`config.mk`:
```
export PLATFORM = sky130hd
export DESIGN_NAME = float_subtractor_seq
export DESIGN_NICKNAME = d
export VERILOG_FILES = /design/src/rtl/float_subtractor_seq.sv
export SDC_FILE = /design/constraint.sdc
export NUM_CORES = 1
export LEC_CHECK = 0
export CAP_MARGIN = 0
export CORE_ASPECT_RATIO = 1.4
export CORE_UTILIZATION = 40
export CTS_BUF_LIST = sky130_fd_sc_hd__clkbuf_16
export DETAILED_ROUTE_END_ITERATION = 8
export PLACE_DENSITY = 0.67
export SKIP_CTS_REPAIR_TIMING = 1
export SLEW_MARGIN = 20
export SYNTH_ARGS = -nofsm -noshare
export SYNTH_HDL_FRONTEND = slang
export SYNTH_SLANG_ARGS = --single-unit
```
`constraint.sdc`:
```
create_clock -name clk -period 5.5 [get_ports clk]
set_clock_uncertainty 0.15 [all_clocks]
set_input_delay 1.1 -clock clk [delete_from_list [all_inputs] [get_ports clk]]
set_output_delay 1.1 -clock clk [all_outputs]
set_load 0.005 [all_outputs]
```
`src/rtl/float_subtractor_seq.sv`:
```
// Multi-cycle IEEE-754 single-precision subtractor (diff = a - b).
// One-bit-per-cycle alignment and normalisation keep the datapath to a single adder.
module float_subtractor_seq #(
    parameter int MAX_ALIGN = 25
) (
    input  logic        clk,
    input  logic        rst,
    input  logic        start,
    input  logic [31:0] a,
    input  logic [31:0] b,
    output logic        busy,
    output logic        done,
    output logic [31:0] diff
);

    typedef enum logic [2:0] {IDLE, ALIGN, ADD, NORM, DONE} state_t;

    state_t      state, state_next;
    logic        done_next;
    logic [31:0] diff_next;

    logic        sx, sy, sign;
    logic [7:0]  e, d;
    logic [23:0] mx, my;
    logic [24:0] r;

    logic        sx_next, sy_next, sign_next;
    logic [7:0]  e_next, d_next;
    logic [23:0] mx_next, my_next;
    logic [24:0] r_next;

    // Capture-side decode of the operands (b sign flipped, denormals flushed)
    logic [7:0]  cap_ea, cap_eb, cap_ex, cap_ey, cap_d;
    logic [23:0] cap_ma, cap_mb, cap_mx, cap_my;
    logic        cap_sa, cap_sb, cap_sx, cap_sy, cap_swap, cap_special;

    // Adder results for the ADD state
    logic [24:0] add_r;
    logic        add_sign;

    // Carry-out normalisation, saturating to infinity when the exponent overflows.
    function automatic logic [31:0] pack_carry(input logic s, input logic [7:0] ex,
                                               input logic [24:0] rr);
        logic [7:0] ex_inc;
        ex_inc = ex + 8'd1;
        if (ex_inc == 8'hFF)
            pack_carry = {s, 8'hFF, 23'h0};
        else
            pack_carry = {s, ex_inc, rr[23:1]};
    endfunction

    assign busy = (state != IDLE);

    always_comb begin
        cap_ea      = a[30:23];
        cap_eb      = b[30:23];
        cap_sa      = a[31];
        cap_sb      = ~b[31];
        cap_ma      = (cap_ea == 8'd0) ? 24'd0 : {1'b1, a[22:0]};
        cap_mb      = (cap_eb == 8'd0) ? 24'd0 : {1'b1, b[22:0]};
        cap_swap    = (cap_eb > cap_ea);
        cap_ex      = cap_swap ? cap_eb : cap_ea;
        cap_ey      = cap_swap ? cap_ea : cap_eb;
        cap_sx      = cap_swap ? cap_sb : cap_sa;
        cap_sy      = cap_swap ? cap_sa : cap_sb;
        cap_mx      = cap_swap ? cap_mb : cap_ma;
        cap_my      = cap_swap ? cap_ma : cap_mb;
        cap_d       = cap_ex - cap_ey;
        cap_special = (cap_ea == 8'hFF) || (cap_eb == 8'hFF);
        if (int'(cap_d) >= MAX_ALIGN) begin
            cap_my = 24'd0;
            cap_d  = 8'd0;
        end
    end

    always_comb begin
        add_r    = 25'd0;
        add_sign = sx;
        if (sx == sy) begin
            add_r    = {1'b0, mx} + {1'b0, my};
            add_sign = sx;
        end else if (mx >= my) begin
            add_r    = {1'b0, mx} - {1'b0, my};
            add_sign = sx;
        end else begin
            add_r    = {1'b0, my} - {1'b0, mx};
            add_sign = sy;
        end
    end

    always_comb begin
        state_next = state;
        done_next  = 1'b0;
        diff_next  = diff;
        sx_next    = sx;
        sy_next    = sy;
        sign_next  = sign;
        e_next     = e;
        d_next     = d;
        mx_next    = mx;
        my_next    = my;
        r_next     = r;

        case (state)
            IDLE: begin
                if (start) begin
                    sx_next = cap_sx;
                    sy_next = cap_sy;
                    e_next  = cap_ex;
                    d_next  = cap_d;
                    mx_next = cap_mx;
                    my_next = cap_my;
                    if (cap_special) begin
                        diff_next  = 32'h7FC00000;
                        done_next  = 1'b1;
                        state_next = DONE;
                    end else if (cap_d != 8'd0) begin
                        state_next = ALIGN;
                    end else begin
                        state_next = ADD;
                    end
                end
            end

            ALIGN: begin
                my_next = my >> 1;
                d_next  = d - 8'd1;
                if (d == 8'd1)
                    state_next = ADD;
            end

            ADD: begin
                r_next    = add_r;
                sign_next = add_sign;
                if (add_r == 25'd0) begin
                    diff_next  = 32'h00000000;
                    done_next  = 1'b1;
                    state_next = DONE;
                end else begin
                    state_next = NORM;
                end
            end

            NORM: begin
                if (r[24]) begin
                    r_next     = r >> 1;
                    e_next     = e + 8'd1;
                    diff_next  = pack_carry(sign, e, r);
                    done_next  = 1'b1;
                    state_next = DONE;
                end else if (r[23]) begin
                    diff_next  = {sign, e, r[22:0]};
                    done_next  = 1'b1;
                    state_next = DONE;
                end else if (e > 8'd1) begin
                    r_next = r << 1;
                    e_next = e - 8'd1;
                    // Finish on the shift that brings the hidden bit into place
                    if (r[22]) begin
                        diff_next  = {sign, e - 8'd1, r[21:0], 1'b0};
                        done_next  = 1'b1;
                        state_next = DONE;
                    end
                end else begin
                    diff_next  = 32'h00000000;
                    done_next  = 1'b1;
                    state_next = DONE;
                end
            end

            DONE: begin
                state_next = IDLE;
            end

            default: begin
                state_next = IDLE;
            end
        endcase
    end

    always_ff @(posedge clk or posedge rst) begin
        if (rst) begin
            state <= IDLE;
            done  <= 1'b0;
            diff  <= 32'h0;
        end else begin
            state <= state_next;
            done  <= done_next;
            diff  <= diff_next;
        end
    end

    // Datapath working registers carry no reset; they are always loaded at capture.
    always_ff @(posedge clk) begin
        sx   <= sx_next;
        sy   <= sy_next;
        sign <= sign_next;
        e    <= e_next;
        d    <= d_next;
        mx   <= mx_next;
        my   <= my_next;
        r    <= r_next;
    end

endmodule

```
After elaboration in Yosys (flattened, before gate mapping)
Index checks and enable logic that the tools add are counted.
- register bits after elaboration: 128
- logic and storage cells: 110
- equality and inequality tests: 15
- bitwise logic cells: 1
- reduce and logical (&&, ||, !) cells: 17
- add/subtract/negate cells: 7
- order comparisons: 4
- muxes and demuxes: 54
- operators by type and width (cell ; count):
    two-way mux 32 bit ; 7
    two-way mux 24 bit ; 9
    case mux 32 bit (3 select lines) ; 1
    two-way mux 8 bit ; 8
    two-way mux 25 bit ; 2
    case mux 25 bit (2 select lines) ; 1
    subtractor 24 x 24 -> 25 bit ; 2
    case mux 24 bit (2 select lines) ; 1
    case mux 8 bit (2 select lines) ; 2
    two-way mux 31 bit ; 1
    adder 24 x 24 -> 25 bit ; 1
    zero test 25 bit ; 1
    equality test 8 bit, second input constant ; 3
    greater-or-equal comparator 24 bit ; 1
    two-way mux 3 bit ; 8
    zero test 8 bit ; 2
    subtractor 8 x 1 -> 8 bit, second input constant ; 2
    case mux 3 bit (4 select lines) ; 1
    two-way mux 1 bit ; 11
    adder 8 x 1 -> 8 bit, second input constant ; 1
    equality test 8 x 1 -> 1 bit, second input constant ; 1
    greater-or-equal comparator 8 x 5 -> 1 bit, second input constant ; 1
    greater-than comparator 8 x 1 -> 1 bit, second input constant ; 1
    greater-than comparator 8 bit ; 1
    other kinds (19) ; 29

Logic depth before layout (Yosys ltp)
Gate-level depths: netlist (run 1).
- word-level depth: 10
- gate-level depth with buffers: 18
- gate-level depth less buffers: 14

Worst setup path after synthesis (run 1)
No wires, ideal clock.
- path type: input to register
- start point: input port a[26]
- end point: register d[2], data pin
- data arrival time: 4150 ps
- stages: 14
- required time: 5080 ps
- slack: 930 ps
- path through: inv_1 > ha_1 > a21oi_1 > o21ai_0 > a31o_2 > and4_1 > or3_1 > a31oi_1 > nor3_1 > or4_1 > nand3_1 > clkbuf_1 > clkbuf_1 > o22ai_1
- word-level cells in the longest chain between the ends: 7
- elaborated cells between the ends (all ways): 8
- those cells by class: add/sub (1); order compare (2); mux (5)
- RTL lines (what ; line ; text):
    start: declaration ; 9 ; input logic [31:0] a,
    greater-than comparator 8 bit ; 61 ; cap_swap = (cap_eb > cap_ea);
    two-way mux 8 bit, on equally long branches ; 62, 63 ;
    subtractor 8 bit (*) ; 68 ; cap_d = cap_ex - cap_ey;
    greater-or-equal comparator 8 x 5 -> 1 bit ; 70 ; if (int'(cap_d) >= MAX_ALIGN) begin
    two-way mux 8 bit (*) ; 70 ;
    two-way mux 8 bit (*) ; 106 ; if (start) begin
    case mux 8 bit (2 select lines) (*) ; 104 ; case (state)
    via d_next[2] ; 28 ; logic [7:0] e_next, d_next;
    end signal: assignment ; 199 ; d <= d_next;
    end: declaration ; 23 ; logic [7:0] e, d;
Mark *: on every way through the listed nets, which the timed path passes. The rest lies on a longest branch. The select of a mux whose other input is x is not followed.
A chain may end at the register's enable or synchronous reset.

Worst setup path in the final report (run 1)
- start point: register my[6]
- end point: register state[0]
- word-level cells in the longest chain between the ends: 6
- elaborated cells between the ends (all ways): 9
- those cells by class: add/sub (3); order compare (1); mux (4); reduce/logical (1)
- RTL lines (what ; line ; text):
    start: declaration ; 24 ; logic [23:0] mx, my;
    start signal: assignment ; 201 ; my <= my_next;
    subtractor 24 x 24 -> 25 bit, or another cell as far along ; 86 ; add_r = {1'b0, my} - {1'b0, mx};
    two-way mux 25 bit ; 82 ; end else if (mx >= my) begin
    two-way mux 25 bit (*) ; 79 ; if (sx == sy) begin
    zero test 25 bit (*) ; 135 ; if (add_r == 25'd0) begin
    two-way mux 3 bit (*) ; 135 ;
    case mux 3 bit (4 select lines) (*) ; 104 ;
    end signal: assignment ; 187 ; state <= state_next;
    end: declaration ; 18 ; state_t state, state_next;
Every way passes the cells marked *; elsewhere a longest branch is shown, timed or not.

==> results of run 1 <==
-- per-stage QoR --
stage | hold WS, ns | power (mW) | setup WS (ns) | instances
2_1_floorplan | 0.362 | 5.87 | 0.930 | 1589
3_3_place_gp | 0.356 | 7.68 | 0.280 | 2015
3_5_place_dp | 0.379 | 7.74 | 0.289 | 2015
4_1_cts | 0.393 | 8.88 | 0.252 | 2047
5_1_grt | 0.412 | 9.63 | 0.0774 | 2047
6_report | 0.393 | 8.98 | 0.206 | 2047
-- worst max-delay path: stages (launching register included) --
cell	delay, ns
edfxtp_1	0.44
ha_1	0.45
a21oi_1	0.42
o21ai_1	0.15
a221o_1	0.42
o21a_2	0.32
nor2_1	0.70
a211oi_1	0.26
or3_1	0.42
a211o_1	0.29
or4_1	0.61
buf_12	0.21
o21ai_1	0.19
o211ai_1	0.12
-- how the worst max path moves through the flow --
| stage | endpoint | depth (start not counted) |
|---|---|---|
| after floorplan | d[2]$_DFFE_PP_ | 14 |
| after global placement | state[0]$_DFFE_PP0P_ | 13 |
| after detailed placement | state[0]$_DFFE_PP0P_ | 13 |
| after CTS | state[0]$_DFFE_PP0P_ | 13 |
| after global routing | diff[27]$_DFFE_PP0P_ | 14 |
| final | state[0]$_DFFE_PP0P_ | 13 |
-- cells in the mapped netlist, types with 5 or more instances --
| cell | count | area share [%] |
|---|---|---|
| a2111oi_0 | 6 | 0.43 |
| nand3_1 | 68 | 2.8 |
| o21a_1 | 9 | 0.55 |
| xnor2_1 | 23 | 1.6 |
| dfrtp_1 | 36 | 7.3 |
| a21oi_1 | 131 | 5.3 |
| nor2_1 | 142 | 4.3 |
| xor2_1 | 11 | 0.78 |
| a222oi_1 | 7 | 0.57 |
| o21ai_0 | 98 | 4.0 |
| nor2b_1 | 12 | 0.61 |
| and2_1 | 6 | 0.30 |
| a221o_1 | 11 | 0.89 |
| nand2_1 | 197 | 6.0 |
| and3_1 | 21 | 1.1 |
| ha_1 | 86 | 8.7 |
| a31oi_1 | 55 | 2.8 |
| or3_1 | 10 | 0.51 |
| o21ai_1 | 14 | 0.57 |
| nor3_1 | 25 | 1.0 |
| o31ai_1 | 33 | 2.0 |
| inv_1 | 97 | 3.0 |
| a22oi_1 | 10 | 0.61 |
| a211oi_1 | 23 | 1.4 |
| clkbuf_1 | 94 | 2.9 |
| o21bai_1 | 10 | 0.61 |
| edfxtp_1 | 92 | 22 |
| o22ai_1 | 9 | 0.46 |
| a21o_1 | 9 | 0.55 |
| buf_2 | 8 | 0.32 |
| or4_1 | 9 | 0.55 |
| o211ai_1 | 14 | 0.85 |
| or2_2 | 5 | 0.25 |
| nand2b_1 | 14 | 0.71 |
| buf_1 | 8 | 0.24 |
| o41a_1 | 10 | 0.91 |
| a211o_1 | 13 | 0.92 |
| nand4_1 | 35 | 1.8 |
| a221oi_1 | 31 | 2.2 |
| nor4_1 | 20 | 1.0 |
-- state kept, by name, indices dropped and copies added (netlist names) --
register	flops
d	8
sx	1
sy	1
r	25
e	8
mx	24
done	1
my	24
sign	1
state	3
diff	32
-- where the power goes --
part	switching (mW)	leakage (nW)	internal (mW)
logic	3.57	4.01	2.13
registers	0.488	1.30	1.67
clock network	0.497	0.284	0.616
total	4.56	5.60	4.42
-- area by class of cell --
class                           instances  area share (%)
Multi-Input combinational cell       1251            54.8
Sequential cell                       128            25.4
Timing Repair Buffer                  153            9.89
Tap cell                              385            3.35
Clock buffer                           18            3.13
Inverter                               98            2.55
Clock inverter                         14           0.808
-- routing by layer --
layer	up-vias	GRT usage, %	part of all wire [%]
met5	-	0	0
met4	0	10.8	3.0
met3	66	1.96	4.8
met2	446	43.6	49
met1	6011	33.6	44
li1	6045	-	-
-- logic make-up (layout without fill, tap and decap cells) --
logic type	after synthesis	count (layout)	synth area share [%]
compound gates	544	544	29.8
xor+xnor	34	34	2.41
simple gates	578	578	21.8
flops	128	128	29.7
fa+ha+maj	89	89	9.21
buf+inv	210	283	6.57
mux	6	6	0.507
==> impl_metrics.yaml, run 1 <==
clock_tree:
  path_clk_slew_ns: 0.07
  cts_buffer_depth: 2
  clock_latency_ns: 0.45
  htree_num_levels: 4
  cts.sink_count: 128
  cts_tree: "built"
  cts_buffers: 17
  cts_root_buffer: "clkbuf_16"
placed_design:
  gp_congestion: 0.961
  io_buffers: 100
  hpwl_microns: 30900
  post_dp_cell_area_sq_um: 13800
timing:
  rsz0062_at_grt: "false"
  max_freq_mhz: 189
  worstMarginPinSlew_ns: 1.08
  finalHoldViolations: 0
  setup_violations: 0
  timing.final.crit_share_pct: 96.2
  tns_ns: 0
  slew_headroom_pct: 27.6
  layout_min_cycle_time_ns: 5.29
  maxSlewViolCount: 0
synthesis:
  synth_edf_count: 92
  netlist_area_sq_um: 12300
  synth-main-ff-cell: "edfxtp_1"
  async_flop_share_pct: 28.1
  syn_area_per_cell_sq_um: 7.76
  netlist_instances: 1589
  seq_area_frac_synth_pct: 29.7
  ys_seq_elements: 128
  yosys_warnings: 0
  ys_types: 81
  synth_nets: 1745
final_layout:
  final_nets: 1805
  final_area_sq_um: 14400
  final_common_cell: "nand2_1"
  register_area_sq_um: 3660
  drive_gt1_share_pct: 6.86
  antenna-diode-count: 0
  final_core_util_pct: 47.8
  area_growth_pct: 16.8
  final_cell_mix: "nand2_1, nor2_1, a21oi_1"
  multi_input_area_sq_um: 7900
  n_fill_cell: 2972
setup_path:
  critPathLaunch: "my[6]$_DFFE_PP_"
  critical_path_class: "reg2reg"
  critPathLaunchType: "register"
  arrival_ns: 5.46
  end_kind: "register"
  required_ns: 5.66
  reg2reg_from: "my[6]$_DFFE_PP_"
  ff2ff_path_depth: 13
  rrSetupSlack_ns: 0.21
  cp_max_fo: 13
  r2r_end: "state[0]$_DFFE_PP0P_"
global_route:
  grt_pass1_wl_microns: 64400
  grt_max_degree: 55
  grtUsageTotal_pct: 25.8
  antenna_found_initial: 0
  overflow: 0
  grt_pass1_vias: 12000
floorplanning:
  die_area_sq_um: 31500
  initial_core_util_pct: 40.9
  ios: 101
  num_rows: 75
  die_h_microns: 210
  placeableCoreArea_sq_um: 30100
  die_w_microns: 150
hold_path:
  worstHoldStart: "diff[31]$_DFFE_PP0P_"
  worstHoldEndpoint: "diff[31]$_DFFE_PP0P_"
  hp-class: "reg2reg"
  hold_depth: 2
routing:
  dr.pass1.iters: 7
  drt_iter0_drc: 1046
  routedWlPerCell_microns: 19.8
  drtAntennaViolNets: 0
  totalWireLength_microns: 40600
  vias: 12600
  routed_via_density: 6.14
  drc: 0
power_and_ir_drop:
  ir_drop_uv: 230
  power_density_nw_per_um2: 624
  p_leak_nw: 5.60
status:
  outcome: "finished clean"
job:
  cap_violations: 0
(Power assumes the default switching activity.)
==> inputs of run 2 (changes only) <==
Settings changed: PLACE_DENSITY 0.67 to unset, PLACE_DENSITY_LB_ADDON set to 0.25.
==> run 2 against run 1 <==
Final area down 0.50%; first-iteration DRC count down 14%; die area unchanged; non-clock buffer count down 8; sequential power about the same; critical endpoint is now diff[5]$_DFFE_PP0P_; largest power group unchanged.
==> impl_metrics.yaml, run 2 (synthesis gave the netlist of run 1 again) <==
power_and_ir_drop:
  clkPwrFrac_pct: 12.5
  p_switching_mw: 4.48
  ir_drop_uv: 220
  p_seq_share_pct: 24.3
  power_density_nw_per_um2: 618
  internal_power_mw: 4.38
  p_leak_nw: 5.55
  swShare_pct: 50.6
  combPwrFrac_pct: 63.2
timing:
  finalHoldViolations: 0
  setup_violations: 0
  tns_ns: 0
  maxSlewViolCount: 0
  max_freq_mhz: 197
  rsz0062_at_grt: "false"
  timing.final.crit_share_pct: 92.1
  worstMarginPinSlew_ns: 1.09
  layout_min_cycle_time_ns: 5.06
  slew_headroom_pct: 27.2
final_layout:
  largest_register_ffs: 32
  antenna-diode-count: 0
  final_cell_mix: "nand2_1, nor2_1, a21oi_1"
  n_fill_cell: 2930
  final_area_sq_um: 14300
  drive_gt1_share_pct: 6.29
  final_nets: 1797
  area_growth_pct: 16.2
  final_common_cell: "nand2_1"
  top_regs: "diff x32, r x25"
  largest_register: "diff"
placed_design:
  gp_congestion: 0.956
  hpwl_microns: 30400
  post_dp_cell_area_sq_um: 13800
  io_buffers: 100
clock_tree:
  cts_buffer_depth: 2
  clock_latency_ns: 0.44
  cts.sink_count: 128
  htree_num_levels: 4
  cts_root_buffer: "clkbuf_16"
  cts_buffers: 17
  cts_tree: "built"
  path_clk_slew_ns: 0.06
routing:
  vias: 12500
  drc: 0
  wl_met3_microns: 1860
  drt_iter0_drc: 897
  routed_via_density: 6.12
  dr.pass1.iters: 8
  routedWlPerCell_microns: 19.3
  top_layer_used: "met4"
  wl_met2_microns: 19100
  wl_met1_microns: 17000
  totalWireLength_microns: 39300
  drtAntennaViolNets: 0
floorplanning:
  num_rows: 75
  placeableCoreArea_sq_um: 30100
  initial_core_util_pct: 40.9
  die_h_microns: 210
  ios: 101
  die_area_sq_um: 31500
  die_w_microns: 150
setup_path:
  path_cells: "inv_1 > ha_1 > a21oi_1 > o21ai_1 > a221o_1 > o21a_1 > nor2_1 > a211oi_1 > or3_1 > a211o_1 > or4_1 > buf_4 > nor2_4 > o21ai_1"
  cpMostUsedCell: "o21ai_1"
  critPathLaunchType: "register"
  max_stage_delay_ns: 0.67
  end_kind: "register"
  reg2reg_from: "mx[6]$_DFFE_PP_"
  cp_max_fo: 14
  rrSetupSlack_ns: 0.44
  r2r_end: "diff[5]$_DFFE_PP0P_"
  critical_path_class: "reg2reg"
  critPathSlowestCell: "nor2_1"
  ff2ff_path_depth: 14
  required_ns: 5.67
  arrival_ns: 5.23
hold_path:
  worstHoldStart: "diff[10]$_DFFE_PP0P_"
  hp-class: "reg2reg"
  hold_depth: 2
  worstHoldEndpoint: "diff[10]$_DFFE_PP0P_"
global_route:
  overflow: 0
  grt_pass1_vias: 11900
  antenna_found_initial: 0
  grt_max_degree: 55
  grtUsageTotal_pct: 25.4
  grt_pass1_wl_microns: 63300
job:
  cap_violations: 0
status:
  outcome: "finished clean"
==> run 2: worst max path at each step <==
stage | start | to | slack [ns] | cells after the start
4_1_cts | my[4]$_DFFE_PP_ | diff[5]$_DFFE_PP0P_ | 0.48 | 14
6_report | mx[6]$_DFFE_PP_ | diff[5]$_DFFE_PP0P_ | 0.44 | 14
3_3_place_gp | a[26] | my[1]$_DFFE_PP_ | 0.39 | 14
5_1_grt | my[4]$_DFFE_PP_ | diff[30]$_DFFE_PP0P_ | 0.19 | 14
2_1_floorplan | a[26] | d[2]$_DFFE_PP_ | 0.93 | 14
3_5_place_dp | a[26] | d[2]$_DFFE_PP_ | 0.33 | 14
==> run 2: power by group through the flow <==
| stage | sequential, mW | combinational [mW] | clock, mW |
|---|---|---|---|
| after detailed placement | 2.17 | 5.50 | 0 |
| after global routing | 2.23 | 6.13 | 1.17 |
| final | 2.15 | 5.60 | 1.10 |
| after CTS | 2.15 | 5.52 | 1.13 |
| after floorplan | 1.99 | 3.88 | 0 |
| after global placement | 2.15 | 5.44 | 0 |
==> run 2: routing by layer <==
| layer | GRT usage, % | up-vias |
|---|---|---|
| li1 | - | 6041 |
| met3 | 3.17 | 77 |
| met1 | 32.5 | 5912 |
| met5 | 0 | - |
| met4 | 10.3 | 0 |
| met2 | 42.7 | 447 |
==> run 2: worst max-delay path, delay by kind of cell, from the launching register on <==
family                   cells  cell delay, ns
AO/OA/AOI/OAI                7            1.84
AND/OR/NAND/NOR              4            1.80
adder cells (fa/ha/maj)      1            0.49
flip-flops                   1            0.39
buffers and inverters        2            0.25
==> run 2: area by class of cell <==
type                            count  area, sq um  area share [%]
Tap cell                          385          482            3.36
Clock buffer                       18          450            3.14
Multi-Input combinational cell   1251         7890            55.1
Inverter                           98          368            2.57
Timing Repair Buffer              145         1350            9.43
Sequential cell                   128         3660            25.6
Clock inverter                     14          119           0.830
==> run 2: through the flow <==
stage	hold slack (ns)	std cells	setup WS [ns]	util, %	power, mW
2_1_floorplan	0.362	1589	0.930	-	5.87
3_3_place_gp	0.362	2007	0.390	45.7	7.59
3_5_place_dp	0.378	2007	0.327	45.7	7.66
4_1_cts	0.394	2039	0.483	47.6	8.80
5_1_grt	0.406	2039	0.185	47.6	9.53
6_report	0.390	2039	0.435	47.6	8.86
==> inputs of run 3 (changes only) <==
Settings changed: TNS_END_PERCENT set to 5.
==> results of run 3 <==
Same layout as run 2: the final DEF is identical, and so are final timing and power.
